## src/rtl/intr_nest_if.sv

```systemverilog
// Signal bundle between the interrupt request lines / CPU trap logic and the
// nested-interrupt controller. The controller uses the slave side.
interface intr_nest_if #(
  parameter int N_IRQ = 3,
  parameter int NO_W  = 2,
  parameter int D_W   = 2
);
  logic [N_IRQ-1:0] irq_in;
  logic             ie;
  logic             take_ack;
  logic             uret;
  logic             intr_req;
  logic [NO_W-1:0]  intr_no;
  logic [NO_W-1:0]  cur_no;
  logic [NO_W-1:0]  clr_no;
  logic [D_W-1:0]   depth;
  logic             uret_err;

  modport master (
    output irq_in, ie, take_ack, uret,
    input  intr_req, intr_no, cur_no, clr_no, depth, uret_err
  );

  modport slave (
    input  irq_in, ie, take_ack, uret,
    output intr_req, intr_no, cur_no, clr_no, depth, uret_err
  );
endinterface

```

## src/rtl/intr_nest_ctrl.sv

```systemverilog
// Nested interrupt controller: edge-latched pending bits, highest-number-wins
// preemption against the in-service number, and a push/pop nesting stack.
module intr_nest_ctrl #(
  parameter int N_IRQ = 3,
  parameter int NO_W  = 2,
  parameter int DEPTH = 3,
  parameter int D_W   = 2
) (
  input  logic      clk,
  input  logic      rst,
  intr_nest_if.slave bus
);

  logic [N_IRQ-1:0] irq_prev_q, irq_prev_d;
  logic [N_IRQ-1:0] pend_q, pend_d;
  logic [N_IRQ-1:0] rise;
  logic [N_IRQ-1:0] take_mask;
  logic [NO_W-1:0]  stack_q [DEPTH];
  logic [NO_W-1:0]  stack_d [DEPTH];
  logic [D_W-1:0]   depth_q, depth_d;
  logic [D_W-1:0]   base_depth;
  logic             uret_err_q, uret_err_d;

  logic [NO_W-1:0]  cand;
  logic [NO_W-1:0]  cur_no;
  logic [NO_W-1:0]  intr_no;
  logic             intr_req;
  logic             take;
  logic             pop;

  assign rise       = bus.irq_in & ~irq_prev_q;
  assign irq_prev_d = bus.irq_in;

  // Later (higher-numbered) channels overwrite earlier ones, so the highest wins.
  always_comb begin
    cand = '0;
    for (int i = 0; i < N_IRQ; i++) begin
      if (pend_q[i]) cand = NO_W'(i + 1);
    end
  end

  always_comb begin
    cur_no = '0;
    for (int i = 0; i < DEPTH; i++) begin
      if (depth_q == D_W'(i + 1)) cur_no = stack_q[i];
    end
  end

  assign intr_req = bus.ie & (cand > cur_no) & (depth_q < D_W'(DEPTH));
  assign intr_no  = intr_req ? cand : '0;
  assign take     = bus.take_ack & intr_req;
  assign pop      = bus.uret & (depth_q != '0);

  // A same-cycle pop frees the top slot, so the push lands where the old top was.
  assign base_depth = depth_q - D_W'(pop);
  assign depth_d    = base_depth + D_W'(take);
  assign uret_err_d = uret_err_q | (bus.uret & (depth_q == '0));

  generate
    for (genvar gi = 0; gi < N_IRQ; gi++) begin : g_pend
      assign take_mask[gi] = take & (intr_no == NO_W'(gi + 1));
      assign pend_d[gi]    = (pend_q[gi] & ~take_mask[gi]) | rise[gi];
    end
    for (genvar gi = 0; gi < DEPTH; gi++) begin : g_stack
      assign stack_d[gi] = (take && (base_depth == D_W'(gi))) ? intr_no : stack_q[gi];
    end
  endgenerate

  always_ff @(posedge clk) begin
    if (rst) begin
      irq_prev_q <= '0;
      pend_q     <= '0;
      depth_q    <= '0;
      uret_err_q <= 1'b0;
      for (int i = 0; i < DEPTH; i++) stack_q[i] <= '0;
    end else begin
      irq_prev_q <= irq_prev_d;
      pend_q     <= pend_d;
      depth_q    <= depth_d;
      uret_err_q <= uret_err_d;
      for (int i = 0; i < DEPTH; i++) stack_q[i] <= stack_d[i];
    end
  end

  assign bus.intr_req = intr_req;
  assign bus.intr_no  = intr_no;
  assign bus.cur_no   = cur_no;
  assign bus.clr_no   = (pop & ~rst) ? cur_no : '0;
  assign bus.depth    = depth_q;
  assign bus.uret_err = uret_err_q;

endmodule

```

## src/flat_wrapper.sv

```systemverilog
// flat-port wrapper written by rule: the top's interface ports become plain ports
module intr_nest_ctrl_flat 
#(
  parameter int N_IRQ = 3,
  parameter int NO_W  = 2,
  parameter int DEPTH = 3,
  parameter int D_W   = 2
)
  (clk, rst, bus_irq_in, bus_ie, bus_take_ack, bus_uret, bus_intr_req, bus_intr_no, bus_cur_no, bus_clr_no, bus_depth, bus_uret_err);
  intr_nest_if #(.N_IRQ(N_IRQ), .NO_W(NO_W), .D_W(D_W)) bus_i ();
  input  logic clk;
  input  logic rst;
  input wire logic [$bits(bus_i.irq_in)-1:0] bus_irq_in;
  input wire logic [$bits(bus_i.ie)-1:0] bus_ie;
  input wire logic [$bits(bus_i.take_ack)-1:0] bus_take_ack;
  input wire logic [$bits(bus_i.uret)-1:0] bus_uret;
  output wire logic [$bits(bus_i.intr_req)-1:0] bus_intr_req;
  output wire logic [$bits(bus_i.intr_no)-1:0] bus_intr_no;
  output wire logic [$bits(bus_i.cur_no)-1:0] bus_cur_no;
  output wire logic [$bits(bus_i.clr_no)-1:0] bus_clr_no;
  output wire logic [$bits(bus_i.depth)-1:0] bus_depth;
  output wire logic [$bits(bus_i.uret_err)-1:0] bus_uret_err;
  assign bus_i.irq_in = bus_irq_in;
  assign bus_i.ie = bus_ie;
  assign bus_i.take_ack = bus_take_ack;
  assign bus_i.uret = bus_uret;
  assign bus_intr_req = bus_i.intr_req;
  assign bus_intr_no = bus_i.intr_no;
  assign bus_cur_no = bus_i.cur_no;
  assign bus_clr_no = bus_i.clr_no;
  assign bus_depth = bus_i.depth;
  assign bus_uret_err = bus_i.uret_err;
  intr_nest_ctrl #(.N_IRQ(N_IRQ), .NO_W(NO_W), .DEPTH(DEPTH), .D_W(D_W)) u_core (.clk(clk), .rst(rst), .bus(bus_i));
endmodule
```

## config.mk

```make
export PLATFORM = sky130hd
export DESIGN_NAME = intr_nest_ctrl_flat
export DESIGN_NICKNAME = d
export VERILOG_FILES = /design/src/rtl/intr_nest_if.sv /design/src/rtl/intr_nest_ctrl.sv /design/src/flat_wrapper.sv
export SDC_FILE = /design/constraint.sdc
export NUM_CORES = 1
export LEC_CHECK = 0
export ABC_CLOCK_PERIOD_IN_PS = 2400
export CAP_MARGIN = 20
export CORE_ASPECT_RATIO = 0.5
export CORE_MARGIN = 2
export CORE_UTILIZATION = 25
export DETAILED_ROUTE_END_ITERATION = 12
export HOLD_SLACK_MARGIN = 0.08
export PLACE_DENSITY = 0.43
export SLEW_MARGIN = 10
export SYNTH_ARGS = -nofsm -noshare
export SYNTH_HDL_FRONTEND = slang
export SYNTH_SLANG_ARGS = --single-unit
```

## constraint.sdc

```tcl
create_clock -name clk -period 2.4 [get_ports clk]
set_input_delay 0.36 -clock clk [delete_from_list [all_inputs] [get_ports clk]]
set_output_delay 0.36 -clock clk [all_outputs]
set_load 0.01 [all_outputs]
```

==> results.tsv <==
stage	metric	value	unit
outcome	outcome	finished, final reports clean	
pwr	Worst IR Drop VDD	0.231	mV
route	remaining antenna violation count	0	
route	metal1 wirelength	1.26	mm
critical_path	cell-by-cell trace of the critical path	mux2i_1, o21ai_1, ha_1, nor2_4, o221ai_4, and2_4, nor3_4, buf_2	
die	area enclosed by the die boundary	4100	µm²
sta	setup repair after global routing missed its margin	true	
critical_path	delay of the slowest cell on the worst path	0.35	ns
pwr	switching share of power	35.1	%
yosys	number of synthesis warnings	0	
sta	final hold violation count	0	
yosys	top cell type's share of synthesized area	33.6	%
pwr	clock network fraction of design power	22.3	%
critical_path	CP max FO	3	
route	number of design rule violations left after detail routing	0	
yosys	nets in the synthesized netlist	110	
global_route	antenna violations before repair	0	
yosys	Netlist cell types	36	
flow_run	max-cap viol count	0	
yosys	synthesized-area fraction occupied by xor and xnor cells	1.96	%
yosys	Synth Area in Adders	4.20	%
critical_path	Critical-path top delay cell	sky130_fd_sc_hd__dfxtp_2	
route	Detailed Routing Iterations Pass 1	4	
pwr	share of power burned in registers	31.3	%
sta	relative slew slack	77.9	%
yosys	multiplexer share of the synthesized area	11.2	%
critical_path	worst setup path class	flop to output port	
yosys	flip-flop and latch count after synthesis	15	
hold_path	Worst Hold Class	flop to flop	
clocking	buffer cell driving the clock tree root	sky130_fd_sc_hd__clkbuf_8	
pwr	leakage power	0.531	nW
clocking	clock slew at reported path FFs	0.06	ns
yosys	post-synthesis instance total	99	
yosys	share of synthesized cell area in and, or, nand and nor gates	22.2	%
pwr	Power Internal	0.000608	W
die	Initial Util	26.0	%
route	vias after detailed routing	796	
yosys	number of synthesized flops with an enable pin	0	
route	routed wl met2	916	µm
critical_path	CP Data Arrival Time	2.02	ns
die	number of placement rows	15	
route	average vias per placed instance	4.30	
placed_design	buffers added on ports	17	
critical_path	number of buffer and inverter instances along the worst setup path	1	
pwr	power density over the cells	725	nW/µm²
yosys	Cell Area, Synth	895	µm²
final_layout	final standard cell count with taps included and fillers excluded	185	
sta	Highest Clock Rate	0.420	GHz
global_route	number of global-route vias before repair	723	
final_layout	layout cells sized above 1	30.6	%
yosys	largest family of logic cells by synthesized area	simple AND/OR/NAND/NOR gates	
sta	final critical path time including I/O delays and setup	2.38	ns
yosys	sequential share of the synthesized area	33.6	%
yosys	Avg Inst Size Synth	9.04	µm²
yosys	predominant post-synthesis flop cell	sky130_fd_sc_hd__dfxtp_1	
global_route	global-route wire length before repair	3.71	mm
route	DR WL met3	107	µm
pwr	sw power	0.000329	W
yosys	async set or reset register ratio after synthesis	0	%
sta	Min Hold Slack	0.420	ns
final_layout	Antenna Cells	0	
sta	Clock Skew	0.00131	ns
global_route	GR Overflow Total	0	
clocking	Num CTS Buffers	3	
critical_path	gate family responsible for the most delay along the worst path	simple AND/OR/NAND/NOR gates	
critical_path	Setup crit end kind	output port	
yosys	compound-gate portion of the synthesized area	20.4	%
final_layout	final core utilization	37.7	%
clocking	worst-skew pair later-pin latency	0.25	ns
critical_path	category of the worst setup path launch point	flop	
critical_path	required arrival time at the worst endpoint	2.04	ns
die	Placeable Area	3430	µm²
route	Initial DRC Count	45	
yosys	cell types occupying the most area after synthesis	sky130_fd_sc_hd__dfxtp_1, sky130_fd_sc_hd__mux2i_1, sky130_fd_sc_hd__ha_1	
final_layout	area of all placed cells without fillers	1290	µm²
clocking	# clock sinks	15	
placed_design	final weighted congestion of routability-driven global placement	0.781	
clocking	number of levels in the clock H-tree	1	
sta	portion of the clock cycle consumed by the worst path in the final layout	99.1	%
sta	actual slew at the worst max-slew pin	0.331	ns
route	Routed Wire Length	2.32	mm
die	height of the die	46.3	µm
placed_design	Placed Instance Area	1220	µm²
global_route	Overall Global Routing Usage	12.8	%
clocking	clock tree from TritonCTS	built	
pwr	share of total power in combinational logic	46.4	%
final_layout	count of nets after finishing	146	
clocking	Max Root-Sink Buffers	2	
yosys	largest area contributor in the netlist	sky130_fd_sc_hd__dfxtp_1	
sta	number of failing setup endpoints in the final timing report	0	
placed_design	number of placed cells counting well taps	180	
placed_design	final HPWL from detailed placement	1.81	mm
die	width of the chip	88.6	µm
global_route	maximum number of pins on one net before global-route repair	11	
route	uppermost layer routed	met4	
die	Top-Level Pins	18	
final_layout	P&R area growth vs syn	44.6	%
route	mean routed wirelength per cell	12.5	µm
sta	final-report max-slew violation count	0	
-- per-stage QoR --
stage | setup slack (ns) | power [W] | setup TNS [ns]
after floorplan | 0.0326 | 0.000563 | 0
after CTS | 0.0116 | 0.000915 | 0
after global placement | -0.170 | 0.000710 | -0.246
final | 0.0208 | 0.000938 | 0
after global routing | -0.0535 | 0.00101 | -0.0535
after detailed placement | -0.213 | 0.000704 | -0.351
-- cell families after synthesis --
| group | after synthesis |
|---|---|
| AOI/OAI and AO/OA | 21 |
| DFF | 15 |
| muxes | 9 |
| and+or+nand+nor | 38 |
| xor gates and xnor gates | 2 |
| buffers and inverters | 11 |
| adders and majority gates | 3 |
-- path summary, 6_finish.rpt --
check / startpoint / end / slack (ns) / cells past startpoint
worst max-delay path: u_core.bus.depth[1]$_SDFF_PP0_ / bus_intr_no[0] / 0.02 / 8
worst min register to register: u_core.irq_prev_q[1]$_SDFF_PP0_ / u_core.pend_q[1]$_SDFF_PP0_ / 0.42 / 1
worst max register to register: u_core.bus.depth[1]$_SDFF_PP0_ / u_core.stack_q[0][2]$_SDFFE_PP0P_ / 0.24 / 8
worst min-delay path: u_core.irq_prev_q[1]$_SDFF_PP0_ / u_core.pend_q[1]$_SDFF_PP0_ / 0.42 / 1
-- cell usage after synthesis (all sizes together), types with 2 or more instances --
master / number
dfxtp: 15
nand2: 10
nor2: 9
inv: 8
a21oi: 7
mux2i: 7
nor2b: 5
buf: 3
ha: 3
nor3: 3
o21ai: 3
a211o: 2
a211oi: 2
mux2: 2
nand2b: 2
nand3: 2
o221ai: 2
-- power groups by stage --
| stage | logic (W) | registers [W] | clock network, W |
|---|---|---|---|
| global route | 0.000483 | 0.000297 | 0.000230 |
| finish | 0.000435 | 0.000294 | 0.000209 |
| detailed placement | 0.000406 | 0.000298 | 0 |
| global placement | 0.000412 | 0.000298 | 0 |
| CTS | 0.000409 | 0.000294 | 0.000212 |
| floorplan | 0.000258 | 0.000306 | 0 |
-- area by class of cell --
cell class	instances	area, µm²
flip-flops and latches	15	302
fillers	346	2140
clock buffers	4	45.0
inverters	8	30.0
well taps	51	63.8
repair buffers	34	283
multi-input cells	73	571
-- sequential cells by signal (all words and copies together) (netlist names) --
register and flops:
u_core.stack_q 6, u_core.bus.uret_err 1, u_core.pend_q 3, u_core.bus.depth 2, u_core.irq_prev_q 3
-- metal layers --
layer / vias to the layer above / GRT usage, %
met4: 0 / 5.45
met5: - / 0
met1: 356 / 17.5
met2: 18 / 19.1
met3: 4 / 3.23
li1: 418 / -
-- cell usage in the layout (no fill, tap or decap), types with 3 or more instances in the layout --
cell type,netlist,layout
sky130_fd_sc_hd__nand2_1,10,10
sky130_fd_sc_hd__clkdlybuf4s50_1,0,14
sky130_fd_sc_hd__a21oi_1,7,6
sky130_fd_sc_hd__nor2_1,9,7
sky130_fd_sc_hd__nor2b_1,5,5
sky130_fd_sc_hd__mux2i_1,7,7
sky130_fd_sc_hd__inv_1,7,7
sky130_fd_sc_hd__clkbuf_8,0,3
sky130_fd_sc_hd__dfxtp_1,15,14
sky130_fd_sc_hd__ha_1,3,3
sky130_fd_sc_hd__buf_4,0,17
-- what timing repair did --
item	4_1_cts	5_1_grt
gates resized for setup	11	8
endpoints found under the hold margin	0	0
pin swaps	1	5
hold buffers	0	0
setup buffers	0	1
endpoints found under the setup margin	3	4
(Power assumes the default switching activity.)
